[src/rtl/serial_adder_ctrl.sv]
// serial_adder_ctrl: bit-serial adder driving one full-adder cell LSB-first with a recirculated carry.
// Optional subtract mode is enabled by defining SERIAL_ADD_SUB_EN (adds the `sub` input).
module serial_adder_ctrl #(
    parameter int WIDTH = 8,
    parameter int CNT_W = 4
) (
    input  logic             clk,
    input  logic             rst,
    input  logic             start,
    input  logic [WIDTH-1:0] a,
    input  logic [WIDTH-1:0] b,
    input  logic             cin,
`ifdef SERIAL_ADD_SUB_EN
    input  logic             sub,
`endif
    output logic             busy,
    output logic             done,
    output logic [WIDTH-1:0] sum,
    output logic             cout
);
    typedef enum logic [1:0] {IDLE, RUN, DONE} state_t;

    state_t             state_q;
    logic [WIDTH-1:0]   a_q, b_q, res_q, res_d, sum_q;
    logic [CNT_W-1:0]   cnt_q;
    logic               carry_q, carry_d, bit_s, busy_q, done_q, cout_q, sub_w;

`ifdef SERIAL_ADD_SUB_EN
    assign sub_w = sub;
`else
    assign sub_w = 1'b0;
`endif

    always_comb begin
        bit_s   = a_q[0] ^ b_q[0] ^ carry_q;
        carry_d = (a_q[0] & b_q[0]) | (b_q[0] & carry_q) | (a_q[0] & carry_q);
        res_d   = {bit_s, res_q[WIDTH-1:1]};
    end

    always_ff @(posedge clk) begin
        if (rst) begin
            state_q <= IDLE;
            a_q     <= '0;
            b_q     <= '0;
            res_q   <= '0;
            cnt_q   <= '0;
            carry_q <= 1'b0;
            busy_q  <= 1'b0;
            done_q  <= 1'b0;
            sum_q   <= '0;
            cout_q  <= 1'b0;
        end else begin
            case (state_q)
                IDLE: if (start) begin
                    a_q     <= a;
                    b_q     <= sub_w ? ~b : b;
                    carry_q <= sub_w ? 1'b1 : cin;
                    cnt_q   <= '0;
                    busy_q  <= 1'b1;
                    state_q <= RUN;
                end
                RUN: begin
                    a_q     <= a_q >> 1;
                    b_q     <= b_q >> 1;
                    carry_q <= carry_d;
                    res_q   <= res_d;
                    // Last bit: publish the fully assembled result straight from the cell.
                    if (cnt_q == CNT_W'(WIDTH - 1)) begin
                        sum_q   <= res_d;
                        cout_q  <= carry_d;
                        done_q  <= 1'b1;
                        state_q <= DONE;
                    end else begin
                        cnt_q <= cnt_q + 1'b1;
                    end
                end
                DONE: begin
                    done_q  <= 1'b0;
                    busy_q  <= 1'b0;
                    state_q <= IDLE;
                end
                default: state_q <= IDLE;
            endcase
        end
    end

    assign busy = busy_q;
    assign done = done_q;
    assign sum  = sum_q;
    assign cout = cout_q;
endmodule

[config.mk]
export PLATFORM = sky130hd
export DESIGN_NAME = serial_adder_ctrl
export DESIGN_NICKNAME = d
export VERILOG_FILES = /design/src/rtl/serial_adder_ctrl.sv
export SDC_FILE = /design/constraint.sdc
export NUM_CORES = 1
export LEC_CHECK = 0
export BUFFER_PORTS_ARGS = -buffer_cell sky130_fd_sc_hd__buf_2
export CAP_MARGIN = 25
export CORE_MARGIN = 4
export CORE_UTILIZATION = 30
export CTS_CLUSTER_DIAMETER = 60
export DETAILED_ROUTE_END_ITERATION = 16
export GPL_ROUTABILITY_DRIVEN = 0
export GPL_TIMING_DRIVEN = 0
export HOLD_SLACK_MARGIN = 0.02
export SLEW_MARGIN = 20
export SYNTH_ARGS = -nofsm -noshare
export SYNTH_HDL_FRONTEND = slang
export SYNTH_SLANG_ARGS = --single-unit
export TNS_END_PERCENT = 30
[constraint.sdc]
create_clock -name clk -period 2.5 [get_ports clk]
set_clock_uncertainty 0.2 [all_clocks]
set_input_delay 0.25 -clock clk [delete_from_list [all_inputs] [get_ports clk]]
set_output_delay 0.25 -clock clk [all_outputs]
set_load 0.01 [all_outputs]
Word-level counts from Yosys, hierarchy flattened

Index checks and enable logic that the tools add are counted.

Word-level logic and storage cells: 50
Output and inout bits: 11
Register bits after elaboration: 42

$add $sub $neg: 1
Bitwise logic cells: 7
Reductions and logical operators: 10
Muxes and demuxes: 16
Eq/ne operators: 6

Operators by type and width:

| cell                                          | number |
|---|---|
| case mux 8 bit (2 select lines)               | 2 |
| two-way mux 8 bit                             | 2 |
| AND reduction 2 bit                           | 5 |
| two-way mux 4 bit                             | 2 |
| case mux 4 bit (2 select lines)               | 1 |
| inequality test 2 bit, second input constant  | 3 |
| case mux 1 bit (2 select lines)               | 3 |
| nonzero test 2 bit                            | 3 |
| adder 4 x 1 -> 4 bit, second input constant   | 1 |
| == test 4 x 3 -> 1 bit, second input constant | 1 |
| two-way mux 2 bit                             | 2 |
| case mux 2 bit (2 select lines)               | 1 |
| AND 1 bit                                     | 3 |
| two-way mux 1 bit                             | 3 |
| AND reduction 3 bit                           | 1 |
| == test 2 x 1 -> 1 bit, second input constant | 1 |
| == test 2 bit, second input constant          | 1 |
| zero test 2 bit                               | 1 |
| OR 1 bit                                      | 2 |
| bitwise XOR 1 bit                             | 2 |

Depth between registers and ports, before layout

Depth in word-level cells: 4
Mapped depth: 5

Worst setup path after synthesis

Ideal clock, no wire load.

Path kind: flip-flop to flip-flop
Start point: register cnt_q[0]
End point: register cout_q (netlist: cout)
Cell stages (with the launch flop): 6
Required time: 2230 ps
Path slack: 1087 ps
Data arrival time: 1142 ps
Library setup time: 70 ps
Path through: dfxtp_1 -> ha_1 -> and3b_1 -> buf_2 -> nand3_1 -> a21oi_1

Word-level cells in the longest chain between the ends: 2

RTL lines:

| element                              | line | source |
|---|---|---|
| start: declaration                   | 25   | `logic [CNT_W-1:0] cnt_q;` |
| start signal: assignment             | 74   | `cnt_q <= cnt_q + 1'b1;` |
| == test 4 x 3 -> 1 bit               | 68   | `if (cnt_q == CNT_W'(WIDTH - 1)) begin` |
| AND reduction 2 bit (no source line) | n/a  |  |
| end signal: assignment               | 70   | `cout_q <= carry_d;` |
| end: declaration                     | 26   | `logic carry_q, carry_d, bit_s, busy_q, done_q, cout_q, sub_w;` |

Every way passes these cells.
A chain may end at the register's enable or synchronous reset.

Worst setup path in the final report

Start point: register cnt_q[0]
End point: register done_q (netlist: done)

Word-level cells in the longest chain between the ends: 3

RTL lines:

| element                                | line | source |
|---|---|---|
| == test 4 x 3 -> 1 bit                 | 68   |  |
| inequality test 2 bit (no source line) | n/a  |  |
| AND reduction 2 bit (no source line)   | n/a  |  |
| end signal: assignment                 | 49   | `done_q <= 1'b0;` |
| end signal: assignment                 | 71   | `done_q <= 1'b1;` |
| end signal: assignment                 | 78   | `done_q <= 1'b0;` |
| end: declaration                       | 26   |  |

Every way passes these cells.

==> flow_metrics.py <==
metrics = {
    "job": {
        "maxCapViolations": 0,
    },
    "clocking": {
        "path_clk_slew_ns": 0.08,
        "clock-root-buffer": "clkbuf_8",
        "cts_tree": "done",
        "clk_latency_ns": 0.29,
        "post_cts_buffers": 0,
        "cts_buffers": 5,
        "cts_max_level": 2,
        "cts.sinks": 41,
        "hold_buffers": 6,
        "ctsResizeCount": 0,
        "clock_path_buffers": 2,
    },
    "cells_and_area": {
        "areaGrowthSynthToFinish_pct": 21.02,
        "antenna_cells": 0,
        "final_net_count": 271,
        "drive_above_1_share": 0.2360,
        "num-fill-cells": 585,
    },
    "route": {
        "vias": 1552,
        "drtPass1Iterations": 4,
        "vias_per_cell": 4.820,
        "first_iter_violations": 62,
        "drcViolationCount": 0,
        "wl_per_cell_um": 13.02,
        "wl_um": 4193,
        "drtAntennaViolNets": 0,
    },
    "pwr": {
        "cellPowerDensity_nw_per_um2": 592.0,
        "swShare": 0.2604,
        "seq_power_share": 0.544,
        "combPwrFrac": 0.130,
        "power.internal_mw": 0.9526,
        "clock_power_share": 0.325,
        "power.switching_mw": 0.3354,
        "ir_worst_vdd_mv": 0.2306,
        "power_leakage_nw": 0.8677,
    },
    "setup_path": {
        "critPathMaxFanout": 10,
        "cp-end-kind": "flop",
        "critPathSlowestCell": "dfxtp_1",
        "crit_path_max_incr_delay_ns": 0.38,
        "worstSetupPathType": "reg2reg",
        "crit_required_ns": 2.52,
        "startpoint_type": "flop",
        "timing.rr.end": "done",
        "cp.arrival_ns": 1.66,
        "r2r-start": "cnt_q[0]",
        "reg2reg_depth": 5,
        "r2r_setup_slack_ns": 0.86,
        "cp_cell_sequence": "ha_1 -> and3b_1 -> buf_2 -> nand2_1 -> a21oi_1",
    },
    "logic_synthesis": {
        "synth_compound_gate_area_share": 0.2227,
        "ys_warn_count": 0,
        "synth_top_family_by_area": "simple AND/OR/NAND/NOR gates",
        "synthAdderAreaFrac": 0.01809,
        "synth_xor_area_frac": 0,
        "yosysSeqAreaShare": 0.4565,
        "synthCells": 207,
        "yosys_register_bits": 41,
        "synth-simple-area-share": 0.2283,
        "synthMuxAreaShare": 0,
        "synth.distinct_cells": 32,
        "syn_area_um2": 1798,
        "synthesis.nets": 229,
        "syn_avg_cell_area_um2": 8.686,
    },
    "outcome": {
        "status": "complete, no violations",
    },
    "floorplan": {
        "core_area_um2": 5642,
        "die_area_um2": 7296,
        "start_util": 0.3187,
        "die_w_um": 85.42,
        "die_height_um": 85.42,
        "io_pins": 31,
        "core.rowCount": 27,
    },
    "timing": {
        "slew_viol_final": 0,
        "tns_ns": 0,
        "fmaxAchievable_mhz": 608.4,
        "rsz0062_at_grt": "no",
        "relSlewSlack": 0.6022,
        "hold_ws_ns": 0.02986,
        "post-route-min-period_ns": 1.644,
        "worstMarginPinSlew_ns": 0.5967,
        "setup_viol": 0,
        "hold_viol": 0,
        "period_share": 0.6575,
    },
    "global_routing": {
        "grt.total_usage": 0.1219,
        "grt_pass1_vias": 1568,
        "grt_first_pass_wirelength_um": 7307,
        "grt.overflow.total": 0,
        "antenna_found_initial": 0,
        "grt_max_degree": 13,
    },
    "hold_path": {
        "holdPathStages": 3,
        "hold_class": "in2reg",
        "hold_start": "b[2]",
        "hold_path_end": "b_q[2]",
    },
    "placed_design": {
        "dp_hpwl_um": 2845,
        "io_buffers": 29,
    },
}
per-stage QoR:
stage	std cells	util	instance area, um2	power [mW]	worst slack, ns
floorplan	207	-	1798	0.8275	1.087
global placement	308	0.3604	2033	0.8752	0.8731
detailed placement	308	0.3604	2033	0.8772	0.8844
CTS	322	0.3857	2176	1.309	0.8571
global route	322	0.3857	2176	1.350	0.7458
finish	322	0.3857	2176	1.288	0.8562
cell usage in the layout, fill, tap and decap left out, types with 4 or more instances in the layout:
cell type      count
nand2_1           47
dfxtp_1           41
buf_2             33
a21oi_1           22
nor2_1            18
o21ai_0           11
nand3_1           10
a311oi_1           9
a311oi_2           6
dlygate4sd3_1      6
clkbuf_1           5
clkbuf_8           5
buf_6              4
buf_4              4
routing by layer:
metal,routed length [um],vias to the layer above,global-route usage
li1,-,801,-
met1,2116,721,0.1654
met2,1856,25,0.1907
met3,156,5,0.02524
met4,64,0,0.04317
met5,0,-,0
sequential cells by signal, indices dropped and copies added, names as in the netlist:
name,flops
a_q,8
b_q,8
res_q,7
sum,8
state_q,2
busy,1
carry_q,1
done,1
cout,1
cnt_q,4
kinds of logic after synthesis:
kind of cell,Yosys count
AOI/OAI and AO/OA,55
adders and majority gates,2
buffers and inverters,18
DFF,41
and+or+nand+nor,91
synthesized netlist by cell type:
library cell  count  area [um2]
a211o_1           1       8.760
a211oi_1          1       7.510
a211oi_2          1       12.51
a21boi_2          1       11.26
a21oi_1          22       110.1
a311oi_1          9       78.83
a311oi_2          6       90.09
and2b_1           1       7.510
and3b_1           3       26.28
and4b_1           1       10.01
buf_12            1       20.02
buf_2             4       20.02
buf_4             4       30.03
buf_6             4       45.04
clkbuf_1          4       15.01
dfxtp_1          41       820.8
fa_1              1       20.02
ha_1              1       12.51
inv_1             1       3.750
nand2_1          47       176.4
nand2b_1          3       18.77
nand3_1          10       50.05
nand3b_1          1       7.510
nor2_1           18       67.56
nor2b_1           3       18.77
nor2b_2           1       8.760
nor3_1            2       10.01
nor4b_1           1       8.760
o21a_1            1       7.510
o21ai_0          11       55.05
o21ba_2           1       10.01
o2bb2ai_1         1       8.760
area by class of cell:
class / count / area (um2) / area share
sequential: 41 / 820.8 / 0.3772
multi-input combinational: 148 / 843.3 / 0.3876
buffer: 17 / 130.1 / 0.05980
tap: 72 / 90.09 / 0.04140
clock inverter: 2 / 10.01 / 0.004600
timing repair buffer: 35 / 205.2 / 0.09431
clock buffer: 6 / 72.57 / 0.03335
inverter: 1 / 3.754 / 0.001725
how the worst max path moves through the flow:
stage / startpoint / end / slack, ns / cells past startpoint
global route: cnt_q[0] / sum[6] / 0.75 / 5
detailed placement: cnt_q[0] / done / 0.88 / 5
CTS: cnt_q[0] / sum[7] / 0.86 / 5
floorplan: cnt_q[0] / cout / 1.09 / 5
finish: cnt_q[0] / done / 0.86 / 5
global placement: cnt_q[0] / sum[7] / 0.87 / 5
critical path, delay by kind of cell (launching register included):
kind / cells / cell delay [ns]
compound gates: 1 / 0.14
fa+ha+maj: 1 / 0.23
buf+inv: 1 / 0.25
flops: 1 / 0.38
simple gates: 2 / 0.37
power groups by stage:
stage | Combinational (mW) | Clock (mW) | Sequential, mW
after floorplan | 0.115 | 0 | 0.713
after global placement | 0.159 | 0 | 0.716
after detailed placement | 0.161 | 0 | 0.716
after CTS | 0.169 | 0.440 | 0.701
after global routing | 0.188 | 0.457 | 0.705
final | 0.168 | 0.419 | 0.701
(Power assumes the default switching activity.)
